--- src/rtl/fetch_unit.sv ---
// -----------------------------------------------------------------------------
// fetch_unit
// Instruction fetch front end for the decode stage. It holds the fetch PC,
// issues word reads to instruction memory over a req/gnt/rvalid interface,
// buffers returned words in order and hands them to decode with valid/ready.
// A redirect flushes wrong-path work and restarts fetch at the new target.
//
// Ports
//   clk_i, rst_ni      clock (rising edge), asynchronous active-low reset
//   imem_req_o         fetch request valid (held until granted)
//   imem_addr_o        fetch word address, bits [1:0] always zero
//   imem_gnt_i         memory accepted the request this cycle
//   imem_rvalid_i      read data valid, responses return in request order
//   imem_rdata_i       read data
//   instr_valid_o      instruction available to decode
//   instr_ready_i      decode accepts the instruction
//   instr_o            instruction word (0 while the buffer is empty)
//   op_o, funct_o      instr_o[31:26], instr_o[5:0]
//   pc_o, pc_plus4_o   address of instr_o and that address + 4 (link value)
//   redirect_i         flush and restart fetch (highest priority)
//   redirect_pc_i      restart address, bits [1:0] ignored
// -----------------------------------------------------------------------------
module fetch_unit #(
  parameter logic [31:0] RESET_PC = 32'h0000_0000,
  parameter int unsigned DEPTH    = 3
) (
  input  logic        clk_i,
  input  logic        rst_ni,
  output logic        imem_req_o,
  output logic [31:0] imem_addr_o,
  input  logic        imem_gnt_i,
  input  logic        imem_rvalid_i,
  input  logic [31:0] imem_rdata_i,
  output logic        instr_valid_o,
  input  logic        instr_ready_i,
  output logic [31:0] instr_o,
  output logic [5:0]  op_o,
  output logic [5:0]  funct_o,
  output logic [31:0] pc_o,
  output logic [31:0] pc_plus4_o,
  input  logic        redirect_i,
  input  logic [31:0] redirect_pc_i
);

  localparam int unsigned CW = $clog2(DEPTH + 1);
  localparam int unsigned PW = $clog2(DEPTH);

  typedef logic [CW-1:0] cnt_t;
  typedef logic [PW-1:0] ptr_t;

  localparam ptr_t        PTR_LAST = ptr_t'(DEPTH - 1);
  localparam logic [CW:0] DEPTH_C  = (CW + 1)'(DEPTH);

  // Circular pointer increment for a DEPTH that need not be a power of two.
  function automatic ptr_t ptr_inc(input ptr_t p);
    return (p == PTR_LAST) ? '0 : p + ptr_t'(1);
  endfunction

  logic        started;      // keeps imem_req_o low until the first cycle out of reset
  logic [31:0] fetch_pc;
  cnt_t        outstanding;  // granted requests whose response has not returned
  cnt_t        outstanding_nxt;
  cnt_t        discard;      // oldest outstanding responses that belong to a flushed path
  cnt_t        count;        // buffered instructions
  ptr_t        rd_ptr, wr_ptr;
  ptr_t        pcq_rd, pcq_wr;

  logic [31:0] buf_instr [DEPTH];
  logic [31:0] buf_pc    [DEPTH];
  logic [31:0] pcq       [DEPTH];  // address of each outstanding request, in issue order

  logic        grant, drop, push, pop;
  logic [CW:0] credit_used;
  logic        unused_pc_bits;

  assign unused_pc_bits = ^redirect_pc_i[1:0];

  // Credit check uses registered state only, so ready and gnt never reach req.
  assign credit_used = {1'b0, outstanding} + {1'b0, count};
  assign imem_req_o  = started && (credit_used < DEPTH_C);
  assign imem_addr_o = fetch_pc;

  assign grant = imem_req_o && imem_gnt_i;
  assign drop  = imem_rvalid_i && (redirect_i || (discard != '0));
  assign push  = imem_rvalid_i && !drop;
  assign pop   = instr_valid_o && instr_ready_i && !redirect_i;

  always_comb begin
    // NOTE: default assignment first so no path leaves the signal unassigned (no latch).
    outstanding_nxt = outstanding;
    case ({grant, imem_rvalid_i})
      2'b10:   outstanding_nxt = outstanding + cnt_t'(1);
      2'b01:   outstanding_nxt = outstanding - cnt_t'(1);
      default: outstanding_nxt = outstanding;
    endcase
  end

  // NOTE: state registers use non-blocking assignments so every flop samples pre-edge values.
  always_ff @(posedge clk_i or negedge rst_ni) begin
    if (!rst_ni) begin
      started     <= 1'b0;
      fetch_pc    <= RESET_PC;
      outstanding <= '0;
      discard     <= '0;
      count       <= '0;
      rd_ptr      <= '0;
      wr_ptr      <= '0;
      pcq_rd      <= '0;
      pcq_wr      <= '0;
    end else begin
      started     <= 1'b1;
      outstanding <= outstanding_nxt;
      // The PC queue tracks every request, flushed or not, so it is never cleared.
      if (grant)         pcq_wr <= ptr_inc(pcq_wr);
      if (imem_rvalid_i) pcq_rd <= ptr_inc(pcq_rd);

      if (redirect_i) begin
        fetch_pc <= {redirect_pc_i[31:2], 2'b00};
        // Everything still in flight after this edge is wrong-path, including
        // a request granted now; a response arriving now is already dropped.
        discard  <= outstanding_nxt;
        count    <= '0;
        rd_ptr   <= '0;
        wr_ptr   <= '0;
      end else begin
        if (grant) fetch_pc <= fetch_pc + 32'd4;
        if (imem_rvalid_i && (discard != '0)) discard <= discard - cnt_t'(1);
        if (push) wr_ptr <= ptr_inc(wr_ptr);
        if (pop)  rd_ptr <= ptr_inc(rd_ptr);
        case ({push, pop})
          2'b10:   count <= count + cnt_t'(1);
          2'b01:   count <= count - cnt_t'(1);
          default: count <= count;
        endcase
      end
    end
  end

  // NOTE: storage arrays are not reset; the counters and pointers define which entries are live.
  always_ff @(posedge clk_i) begin
    if (grant) pcq[pcq_wr] <= fetch_pc;
    if (push) begin
      buf_instr[wr_ptr] <= imem_rdata_i;
      buf_pc[wr_ptr]    <= pcq[pcq_rd];
    end
  end

  assign instr_valid_o = (count != '0);
  assign instr_o       = instr_valid_o ? buf_instr[rd_ptr] : 32'd0;
  assign op_o          = instr_o[31:26];
  assign funct_o       = instr_o[5:0];
  assign pc_o          = instr_valid_o ? buf_pc[rd_ptr] : 32'd0;
  assign pc_plus4_o    = instr_valid_o ? (buf_pc[rd_ptr] + 32'd4) : 32'd0;

  // A response with nothing outstanding means the memory broke the protocol.
  rvalid_has_outstanding: assert property (
    @(posedge clk_i) disable iff (!rst_ni) imem_rvalid_i |-> (outstanding != '0)
  );

endmodule

--- config.mk ---
export PLATFORM = sky130hd
export DESIGN_NAME = fetch_unit
export DESIGN_NICKNAME = d
export VERILOG_FILES = /design/src/rtl/fetch_unit.sv
export SDC_FILE = /design/constraint.sdc
export NUM_CORES = 1
export LEC_CHECK = 0
export ABC_AREA = 0
export BUFFER_PORTS_ARGS = -buffer_cell sky130_fd_sc_hd__buf_2
export CAP_MARGIN = 20
export CORE_UTILIZATION = 57
export DETAILED_ROUTE_END_ITERATION = 12
export GPL_TIMING_DRIVEN = 0
export PLACE_DENSITY_LB_ADDON = 0.1
export SYNTH_ARGS = -nofsm -noshare
export SYNTH_HDL_FRONTEND = slang
export SYNTH_SLANG_ARGS = --single-unit
export TNS_END_PERCENT = 100
--- constraint.sdc ---
create_clock -name clk_i -period 10.7 [get_ports clk_i]
set_input_delay 0 -clock clk_i [delete_from_list [all_inputs] [get_ports clk_i]]
set_output_delay 0 -clock clk_i [all_outputs]
set_load 0.005 [all_outputs]
==> results of run 1 <==
-- flip-flops by register name (all words and copies together), names as in the netlist --
register,count
pcq,90
wr_ptr,2
pcq_rd,2
rd_ptr,2
started,1
discard,2
count,2
outstanding,2
imem_addr_o,30
pcq_wr,2
buf_instr,96
buf_pc,90
-- through the flow --
stage / setup slack [ps] / std cells / setup TNS [ps] / instance area [um2] / utilization, %
2_1_floorplan: 2880 / 1045 / 0 / 13900 / -
3_3_place_gp: -1900 / 1566 / -269080 / 15400 / 64.8
3_5_place_dp: 7390 / 1602 / 0 / 15700 / 66.4
4_1_cts: 6860 / 1730 / 0 / 17500 / 73.9
5_1_grt: 6650 / 1732 / 0 / 17500 / 74.0
6_report: 6900 / 1732 / 0 / 17500 / 74.0
-- final timing paths --
path                            cells past startpoint  slack, ps          endpoint
worst min register to register                      1        540    outstanding[1]
worst max-delay path                                8       6900       instr_o[24]
worst min-delay path                                3        100         pcq_wr[1]
min in group asynchronous                           3        460   imem_addr_o[11]
worst max register to register                      9       7660  buf_instr[0][16]
max in group asynchronous                           4       9750   imem_addr_o[30]
-- cell type report --
class                      instances  area, um2  share of cell area, %
sequential                       321       9410                   53.7
multi-input combinational        648       4160                   23.7
timing repair buffer             307       2040                   11.6
clock buffer                      48        965                   5.50
tap                              319        399                   2.28
buffer                            66        363                   2.07
clock inverter                    13        148                  0.842
inverter                          10       37.5                  0.214
-- layer usage --
layer	track usage, %	share of wire [%]
met2	43.8	49
met1	33.5	43
met4	7.88	2.3
met5	0	0
met3	4.00	6.1
-- worst register-to-register path, cell delays in order, from the launching register on --
cell	delay, ps
dfrtp_1	360
inv_1	90
ha_1	160
nand2_1	210
nor4_2	820
buf_4	330
buf_4	190
buf_4	200
buf_4	200
buf_4	200
-- cells by family (layout without fill, tap and decap cells) --
family          Yosys count  after routing  share of synthesized area [%]
xor+xnor                 47             47                           2.96
simple gates            324            324                           11.4
mux                     119            119                           8.82
fa+ha+maj                 6              6                          0.593
flops                   321            321                           67.6
other cells               2              7                         0.0539
buf+inv                  76            444                           2.88
compound gates          145            145                           5.71
-- power groups by stage --
stage | logic [uW] | registers, uW | clock network [uW]
detailed placement | 604 | 1590 | 0
floorplan | 365 | 1580 | 0
global placement | 560 | 1600 | 0
finish | 626 | 1560 | 1150
global route | 695 | 1570 | 1220
CTS | 627 | 1560 | 1170
-- repair_timing --
item,CTS,global route
hold buffers,67,1
endpoints found under the hold margin,178,8
resized for setup,0,0
-- cell usage in the layout (no fill, tap or decap), types with 7 or more instances in the layout --
cell type      Yosys  final
a21oi_1           47     47
and2_1             7      7
and3_1             9      9
buf_2              4    206
buf_4             20     43
buf_6              1     11
clkbuf_1          33     42
clkbuf_16          0     35
conb_1             2      7
dfrtp_1           45     45
dlygate4sd3_1      0     68
edfxtp_1         276    276
inv_1              9      9
mux2_1             7      7
mux2_2            18     18
mux2i_1           93     93
nand2_1           97     97
nand3_1           13     13
nand4_1           13     13
nor2_1           134    134
o21ai_0           72     72
xnor2_1           27     27
xor2_1            20     20
==> flow_metrics.tcl, run 1 <==
set metrics [dict create \
    clk_path_buf_depth 3 \
    clk_latency_ps 500 \
    clockPowerShare_pct 34.4 \
    area_growth_pct 25.9 \
    cts_buffers 34 \
    synthCells 1040 \
    p_comb_share_pct 18.8 \
    die_area_um2 25100 \
    fin_hold_ws_ps 98.9 \
    slew_headroom_pct 32.7 \
    worstHoldPathType "primary input to register" \
    power_leakage_uw 0.00686 \
    row_count 56 \
    fin_crit_ps 3800 \
    max_freq_mhz 263 \
    track_usage_pct 25.5 \
    yosysWarnings 0 \
    tightest_slew_ps 1000 \
    first_global_vias 9145 \
    switchingPower_uw 875 \
    antenna_left 0 \
    ys_seq_area_share_pct 67.6 \
    synth_cell_type_count 59 \
    antenna_cells 0 \
    max-vdd-ir-drop_v 0.000117 \
    synth_flop_cell "edfxtp_1" \
    clkSinkCount 321 \
    timing.final.max_slew_violations 0 \
    arrival_ps 3800 \
    drive_above_1_share_pct 25.2 \
    crit_type "register to primary output" \
    firstDrtPassIters 5 \
    switching_share_pct 26.2 \
    ys_ff_latch 321 \
    synth_top_cell_by_area "edfxtp_1" \
    nets 1464 \
    wl_per_cell_um 18.3 \
    required_ps 10700 \
    cp_top_family "buffers and inverters" \
    cts-root-buf "clkbuf_16" \
    cp_max_fo 10 \
    hold_path.startpoint "imem_gnt_i" \
    antenna_found_initial 0 \
    critical_path.most_common_cell "clkbuf_1" \
    place.gp.congestion 0.820 \
    rsz0062_at_grt "false" \
    run_status "completed" \
    yosysTopAreaCellShare_pct 59.5 \
    ys_top_cells_by_count "276 x edfxtp_1, 134 x nor2_1, 97 x nand2_1" \
    die_w_um 158 \
    cp_num_buf_inv 6 \
    postSynth.asyncResetShare_pct 14.0 \
    via_count 9399 \
    grt_pass1_wl_um 47900 \
    cp_slowest_cell "clkbuf_1" \
    drt_iter0_drc 622 \
    n_fill_cell 1626 \
    finalCritPeriodShare_pct 35.5 \
    start_kind "register" \
    vias_per_cell 5.43 \
    synth-edff-count 276 \
    end_kind "primary output" \
    fp.dieH_um 158 \
    fin_skew_ps 15.5 \
    cp_cell_sequence "clkbuf_1, buf_2, clkbuf_1, clkbuf_1, clkbuf_1, a21oi_1, nor2_1, buf_2" \
    yosysMostFrequentCell "edfxtp_1" \
    grt_overflow 0 \
    hold_viol 0 \
    crit_start "rd_ptr[1]" \
    start_util_pct 58.8 \
    power_uw 3340 \
    drc 0 \
    io_buffers 202 \
    finalWirelength_um 31700 \
    r2r-start "discard[0]" \
    cpPeakStageDelay_ps 580 \
    place_hpwl_um 21800 \
    power_density_nw_per_um2 190 \
    cts_tree "yes" \
    clk_pin_slew_worst_paths_ps 60 \
    ys_top_cells_by_area "edfxtp_1 60%, dfrtp_1 8.1%, mux2i_1 6.7%" \
    p_seq_share_pct 46.9 \
    setup-violations-final 0 \
    cts_setup_buffers 0 \
    ios 212 \
    grt_max_degree 46 \
    internal-power_uw 2460 \
    syn-mean-instance-area_um2 13.4 \
    syn-cell-area_um2 13900 \
    core_um2 23700 \
    maxCapViolCount 0 \
    htreeDepth 2 \
]
(Power assumes the default switching activity.)
==> run 2, diff against run 1 <==
- ABC_AREA: 0 -> 1
- CORE_UTILIZATION: 57 -> 52
- clock period: 10.7 -> 3.3 ns (I/O delays scaled with it)
==> run 2 against run 1 <==
  * Clock power grew to 3.0 times the previous value
  * Critical path depth grew 3
  * First-iteration DRC count grew 1.1%
  * Area after synthesis grew 4.5%
  * Largest cell class unchanged
  * Highest routed layer unchanged
==> flow_metrics.tcl, run 2 <==
set metrics [dict create \
    critical_path.most_common_cell "nand2_1" \
    final_common_cell "nand2_1" \
    dp_worst_setup_slack_ps 285 \
    holdBufCountCts 68 \
    crit_start "count[0]" \
    antenna_found_initial 0 \
    cp_num_buf_inv 2 \
    slew_headroom_pct 42.8 \
    synth_top_cell_by_area "edfxtp_1" \
    clk_latency_ps 510 \
    setup-violations-final 0 \
    antenna_cells 0 \
    synth_cell_type_count 43 \
    fin_crit_ps 3040 \
    grt_overflow 0 \
    vias_per_cell 5.06 \
    ys_seq_area_share_pct 64.7 \
    max-vdd-ir-drop_v 0.000426 \
    maxCapViolCount 0 \
    final_cell_mix "445 x nand2_1, 276 x edfxtp_1, 206 x buf_2" \
    drc 0 \
    rsz0062_at_grt "false" \
    synth-xor-area-share_pct 1.69 \
    cp_cell_sequence "ha_1, fa_1, nand2_1, nand2_1, nor2_1, nand2_1, nand2_1, clkinv_1, buf_2, nand2_1, o211ai_1" \
    cts-root-buf "clkbuf_16" \
    r2r-start "count[0]" \
    nets 1792 \
    muxShareOfSynthArea_pct 0.0774 \
    core_um2 27200 \
    finalWirelength_um 34400 \
    rr_worst_depth 11 \
    place.gp.congestion 0.881 \
    drt_iter0_drc 629 \
    cp_max_fo 10 \
    cts_resized 0 \
    hold_viol 0 \
    r2r_end "imem_addr_o[17]" \
    firstDrtPassIters 5 \
    worstHoldPathType "primary input to register" \
    clk_path_buf_depth 3 \
    power_leakage_uw 0.00773 \
    run_status "completed" \
    area_growth_pct 24.3 \
    top_regs "buf_instr (96), buf_pc (90), pcq (90)" \
    utilization_pct 66.6 \
    die_w_um 169 \
    start_util_pct 53.5 \
    yosysWarnings 0 \
    die_area_um2 28700 \
    yosysMostFrequentCell "nand2_1" \
    fin_skew_ps 15.6 \
    ys_top_cells_by_area "edfxtp_1 57%, nand2_1 11%, dfrtp_1 7.7%" \
    grt_max_degree 31 \
    n_fill_cell 2166 \
    max_freq_mhz 329 \
    cts_tree "yes" \
    io_buffers 202 \
    crit_end "imem_addr_o[17]" \
    timing.final.max_slew_violations 0 \
    max_flop_register "buf_instr" \
    power_uw 13700 \
    dp_cells 1984 \
    cp_top_family "simple AND/OR/NAND/NOR gates" \
    first_global_vias 10480 \
    fp.dieH_um 169 \
    largest_reg_flops 96 \
    cpPeakStageDelay_ps 450 \
    clkSinkCount 321 \
    synthAdderAreaFrac_pct 0.568 \
    arrival_ps 3400 \
    antenna_left 0 \
    postSynth.asyncResetShare_pct 14.0 \
    required_ps 3660 \
    rrSetupSlack_ps 260 \
    synth-edff-count 276 \
    ys_top_cells_by_count "445 x nand2_1, 276 x edfxtp_1, 155 x nand3_1" \
    synthCells 1393 \
    drive_above_1_share_pct 20.9 \
    ios 212 \
    clk_pin_slew_worst_paths_ps 60 \
    wl_per_cell_um 16.3 \
    syn-mean-instance-area_um2 10.4 \
    syn-cell-area_um2 14500 \
    end_kind "register" \
    crit_type "register to register" \
    cp_slowest_cell "dfrtp_1" \
    via_count 10686 \
    track_usage_pct 24.5 \
    power_density_nw_per_um2 757 \
    yosysTopAreaCellShare_pct 57.0 \
    cp_num_cells 11 \
    finalCritPeriodShare_pct 92.2 \
    start_kind "register" \
    fin_cells 2113 \
    row_count 60 \
    synth_compound_area_share_pct 3.10 \
    cts_setup_buffers 0 \
    htreeDepth 2 \
    cts_buffers 34 \
    ys_ff_latch 321 \
    yosys.area_share.simple_pct 23.9 \
    synth_flop_cell "edfxtp_1" \
    synth_top_family_by_area "simple AND/OR/NAND/NOR gates" \
    worst_slack_ps 258 \
    grt_pass1_wl_um 54400 \
    place_hpwl_um 24000 \
    tightest_slew_ps 855 \
]
[run 2: power breakdown]
part           internal [uW]  total (uW)  switching (uW)
Sequential              5100        5430             334
Combinational           1710        4750            3030
Clock                   2040        3500            1460
[run 2: through the flow]
| stage | hold WS [ps] | setup TNS, ps | instance area (um2) |
|---|---|---|---|
| global route | 56.1 | 0 | 18100 |
| detailed placement | -38.3 | 0 | 16400 |
| CTS | 5.86 | 0 | 18100 |
| global placement | 200 | -407650 | 16100 |
| finish | 23.3 | 0 | 18100 |
| floorplan | -296 | -77150 | 14600 |
[run 2: cell families after synthesis]
| logic type | count (synthesis) |
|---|---|
| flip-flops | 321 |
| multiplexers | 1 |
| XOR/XNOR | 28 |
| adder cells (fa/ha/maj) | 6 |
| other | 2 |
| buffers and inverters | 187 |
| AND/OR/NAND/NOR | 773 |
| AO/OA/AOI/OAI | 75 |
[run 2: worst reg2reg max path, delay by kind of cell, from the launching register on]
family	cells	cell delay, ps
AOI/OAI and AO/OA	1	90
DFF	1	450
buffers and inverters	2	650
and+or+nand+nor	6	1050
adders and majority gates	2	660
[run 2: how the worst min path moves through the flow]
stage,start,to,cells past startpoint
2_1_floorplan,rst_ni,count[0],0
3_3_place_gp,imem_rdata_i[23],buf_instr[1][23],1
3_5_place_dp,rst_ni,imem_addr_o[30],1
4_1_cts,redirect_i,imem_addr_o[6],4
5_1_grt,redirect_i,imem_addr_o[6],4
6_report,redirect_i,imem_addr_o[6],4
[run 2: area by class of cell]
cell class | count | area [um2] | share of cell area [%]
Inverter | 117 | 442 | 2.44
Sequential cell | 321 | 9410 | 52.0
Tap cell | 372 | 465 | 2.57
Clock buffer | 49 | 968 | 5.35
Buffer | 70 | 422 | 2.33
Timing Repair Buffer | 282 | 1960 | 10.9
Clock inverter | 12 | 66.3 | 0.367
Multi-Input combinational cell | 890 | 4350 | 24.0
[run 2: metal layers]
layer  wire length, um  part of all wire (%)  track usage, %  up-vias
met5                 0                     0               0        -
met2             16600                    48            42.5      348
met1             14900                    43            31.4     4983
li1                  -                     -               -     5296
met3              1950                   5.7            4.08       59
met4               915                   2.7            8.03        0
==> run 3, diff against run 2 <==
- GPL_TIMING_DRIVEN: 0 -> unset
==> run 3 against run 2 <==
  * Register-to-register slack improved by 390 ps
  * Hold slack got worse by 9.2 ps
  * First-iteration DRC count rose by 3.5%
  * Critical path depth rose by 5
  * Cell area fell by 1.5%
  * Critical endpoint is now pc_plus4_o[24]
==> flow_metrics.tcl, run 3 (synthesis results as in run 2) <==
set metrics [dict create \
    run_status "completed" \
    holdBufCountCts 67 \
    cts_tree "yes" \
    antenna_left 0 \
    io_buffers 203 \
    wl_per_cell_um 16.0 \
    largest_reg_flops 96 \
    antenna_cells 0 \
    worstHoldPathType "primary input to register" \
    fp.dieH_um 169 \
    required_ps 3300 \
    clkSinkCount 321 \
    crit_type "register to primary output" \
    cts_buffers 34 \
    hold_depth 3 \
    clk_latency_ps 510 \
    ios 212 \
    end_kind "primary output" \
    track_usage_pct 23.2 \
    power_leakage_uw 0.00762 \
    finalCritPeriodShare_pct 91.4 \
    grt_max_degree 63 \
    nets 1737 \
    critical_path.most_common_cell "nand2_1" \
    clk_pin_slew_worst_paths_ps 50 \
    rr_worst_depth 11 \
    final_cell_mix "445 x nand2_1, 276 x edfxtp_1, 203 x buf_2" \
    via_count 10467 \
    die_area_um2 28700 \
    drt_iter0_drc 651 \
    arrival_ps 3020 \
    drc 0 \
    top_regs "buf_instr (96), buf_pc (90), pcq (90)" \
    cp_max_fo 29 \
    area_growth_pct 22.5 \
    cp_cell_sequence "buf_4, inv_1, nor2_4, nand2_1, nand2_1, nor2_1, inv_1, ha_1, nand2_1, nor2_1, nand2_1, nor2_1, nand3_1, nand2_1, nor2_1, buf_2" \
    rsz0062_at_grt "false" \
    place_hpwl_um 21100 \
    clk_path_buf_depth 3 \
    fin_skew_ps 14.3 \
    start_util_pct 53.5 \
    drive_above_1_share_pct 20.7 \
    worst_slack_ps 283 \
    power_density_nw_per_um2 783 \
    fin_crit_ps 3020 \
    hold_viol 0 \
    final_common_cell "nand2_1" \
    utilization_pct 65.6 \
    slew_headroom_pct 43.1 \
    grt_pass1_wl_um 52000 \
    setup-violations-final 0 \
    cp_top_family "simple AND/OR/NAND/NOR gates" \
    maxCapViolCount 0 \
    cpPeakStageDelay_ps 390 \
    htreeDepth 2 \
    antenna_found_initial 0 \
    grt_overflow 0 \
    firstDrtPassIters 5 \
    place.gp.congestion 0.852 \
    timing.final.max_slew_violations 0 \
    tightest_slew_ps 852 \
    cp_num_cells 16 \
    max-vdd-ir-drop_v 0.000387 \
    row_count 60 \
    cts_setup_buffers 0 \
    cts-root-buf "clkbuf_16" \
    cp_slowest_cell "dfrtp_1" \
    die_w_um 169 \
    max_flop_register "buf_instr" \
    power_uw 14000 \
    max_freq_mhz 331 \
    cts_resized 0 \
    finalWirelength_um 32800 \
    first_global_vias 9961 \
    cp_num_buf_inv 4 \
    start_kind "register" \
    core_um2 27200 \
    dp_worst_setup_slack_ps 611 \
    vias_per_cell 5.08 \
]
## run 3: changes by cell type in the layout (fill, tap and decap cells not counted), moves of 2 or more
| cell | previous run | this run |
|---|---|---|
| clkbuf_8 | 4 | 1 |
| clkbuf_16 | 35 | 37 |
| buf_1 | 5 | 0 |
| buf_8 | 3 | 0 |
| clkinv_2 | 7 | 5 |
| buf_2 | 206 | 203 |
| bufinv_16 | 0 | 6 |
| buf_6 | 7 | 0 |
| buf_16 | 5 | 0 |
| clkbuf_1 | 41 | 7 |
## run 3: routing by layer
metal	up-vias	global-route usage [%]	routed length (um)
met5	-	0	0
met4	0	7.40	689
met3	50	2.96	1520
met2	299	39.7	16000
met1	4934	30.9	14600
li1	5184	-	-
## run 3: path summary, 6_finish.rpt
check	slack, ps	endpoint	startpoint
max in group asynchronous	1610	imem_addr_o[29]	rst_ni
setup / recovery	280	pc_plus4_o[24]	rd_ptr[0]
hold / removal	10	discard[0]	redirect_i
min in group asynchronous	470	imem_addr_o[16]	rst_ni
setup reg to reg	650	imem_addr_o[26]	outstanding[0]
hold reg to reg	530	count[0]	count[0]
## run 3: worst reg2reg max path, cell delays in order, from the launching register on
cell	delay, ps
dfrtp_1	410
ha_1	230
fa_1	480
nand2_1	50
nand2_1	50
nor2_1	40
nand2_1	300
inv_1	240
nand2_1	130
clkinv_1	310
nand3_1	200
o211ai_1	100
## run 3: final cells by class
class                           instances  area, um2
Clock inverter                         17        241
Fill cell                            2170       9350
Timing Repair Buffer                  297       1950
Tap cell                              372        465
Inverter                              117        442
Clock buffer                           45        966
Multi-Input combinational cell        890       4340
Sequential cell                       321       9420
## run 3: report_power, final
part	leakage (uW)	switching (uW)	internal [uW]
clock network	0.000589	1490	2540
registers	0.00304	383	5100
logic	0.00399	2850	1590
total	0.00762	4720	9230
## run 3: through the flow
step,hold WS [ps],instances,area (um2),setup TNS (ps)
2_1_floorplan,-296,1398,14600,-77150
3_3_place_gp,-0.822,1930,15900,0
3_5_place_dp,-4.29,1930,15900,0
4_1_cts,0.924,2059,17800,0
5_1_grt,50.3,2059,17800,0
6_report,14.1,2059,17800,0
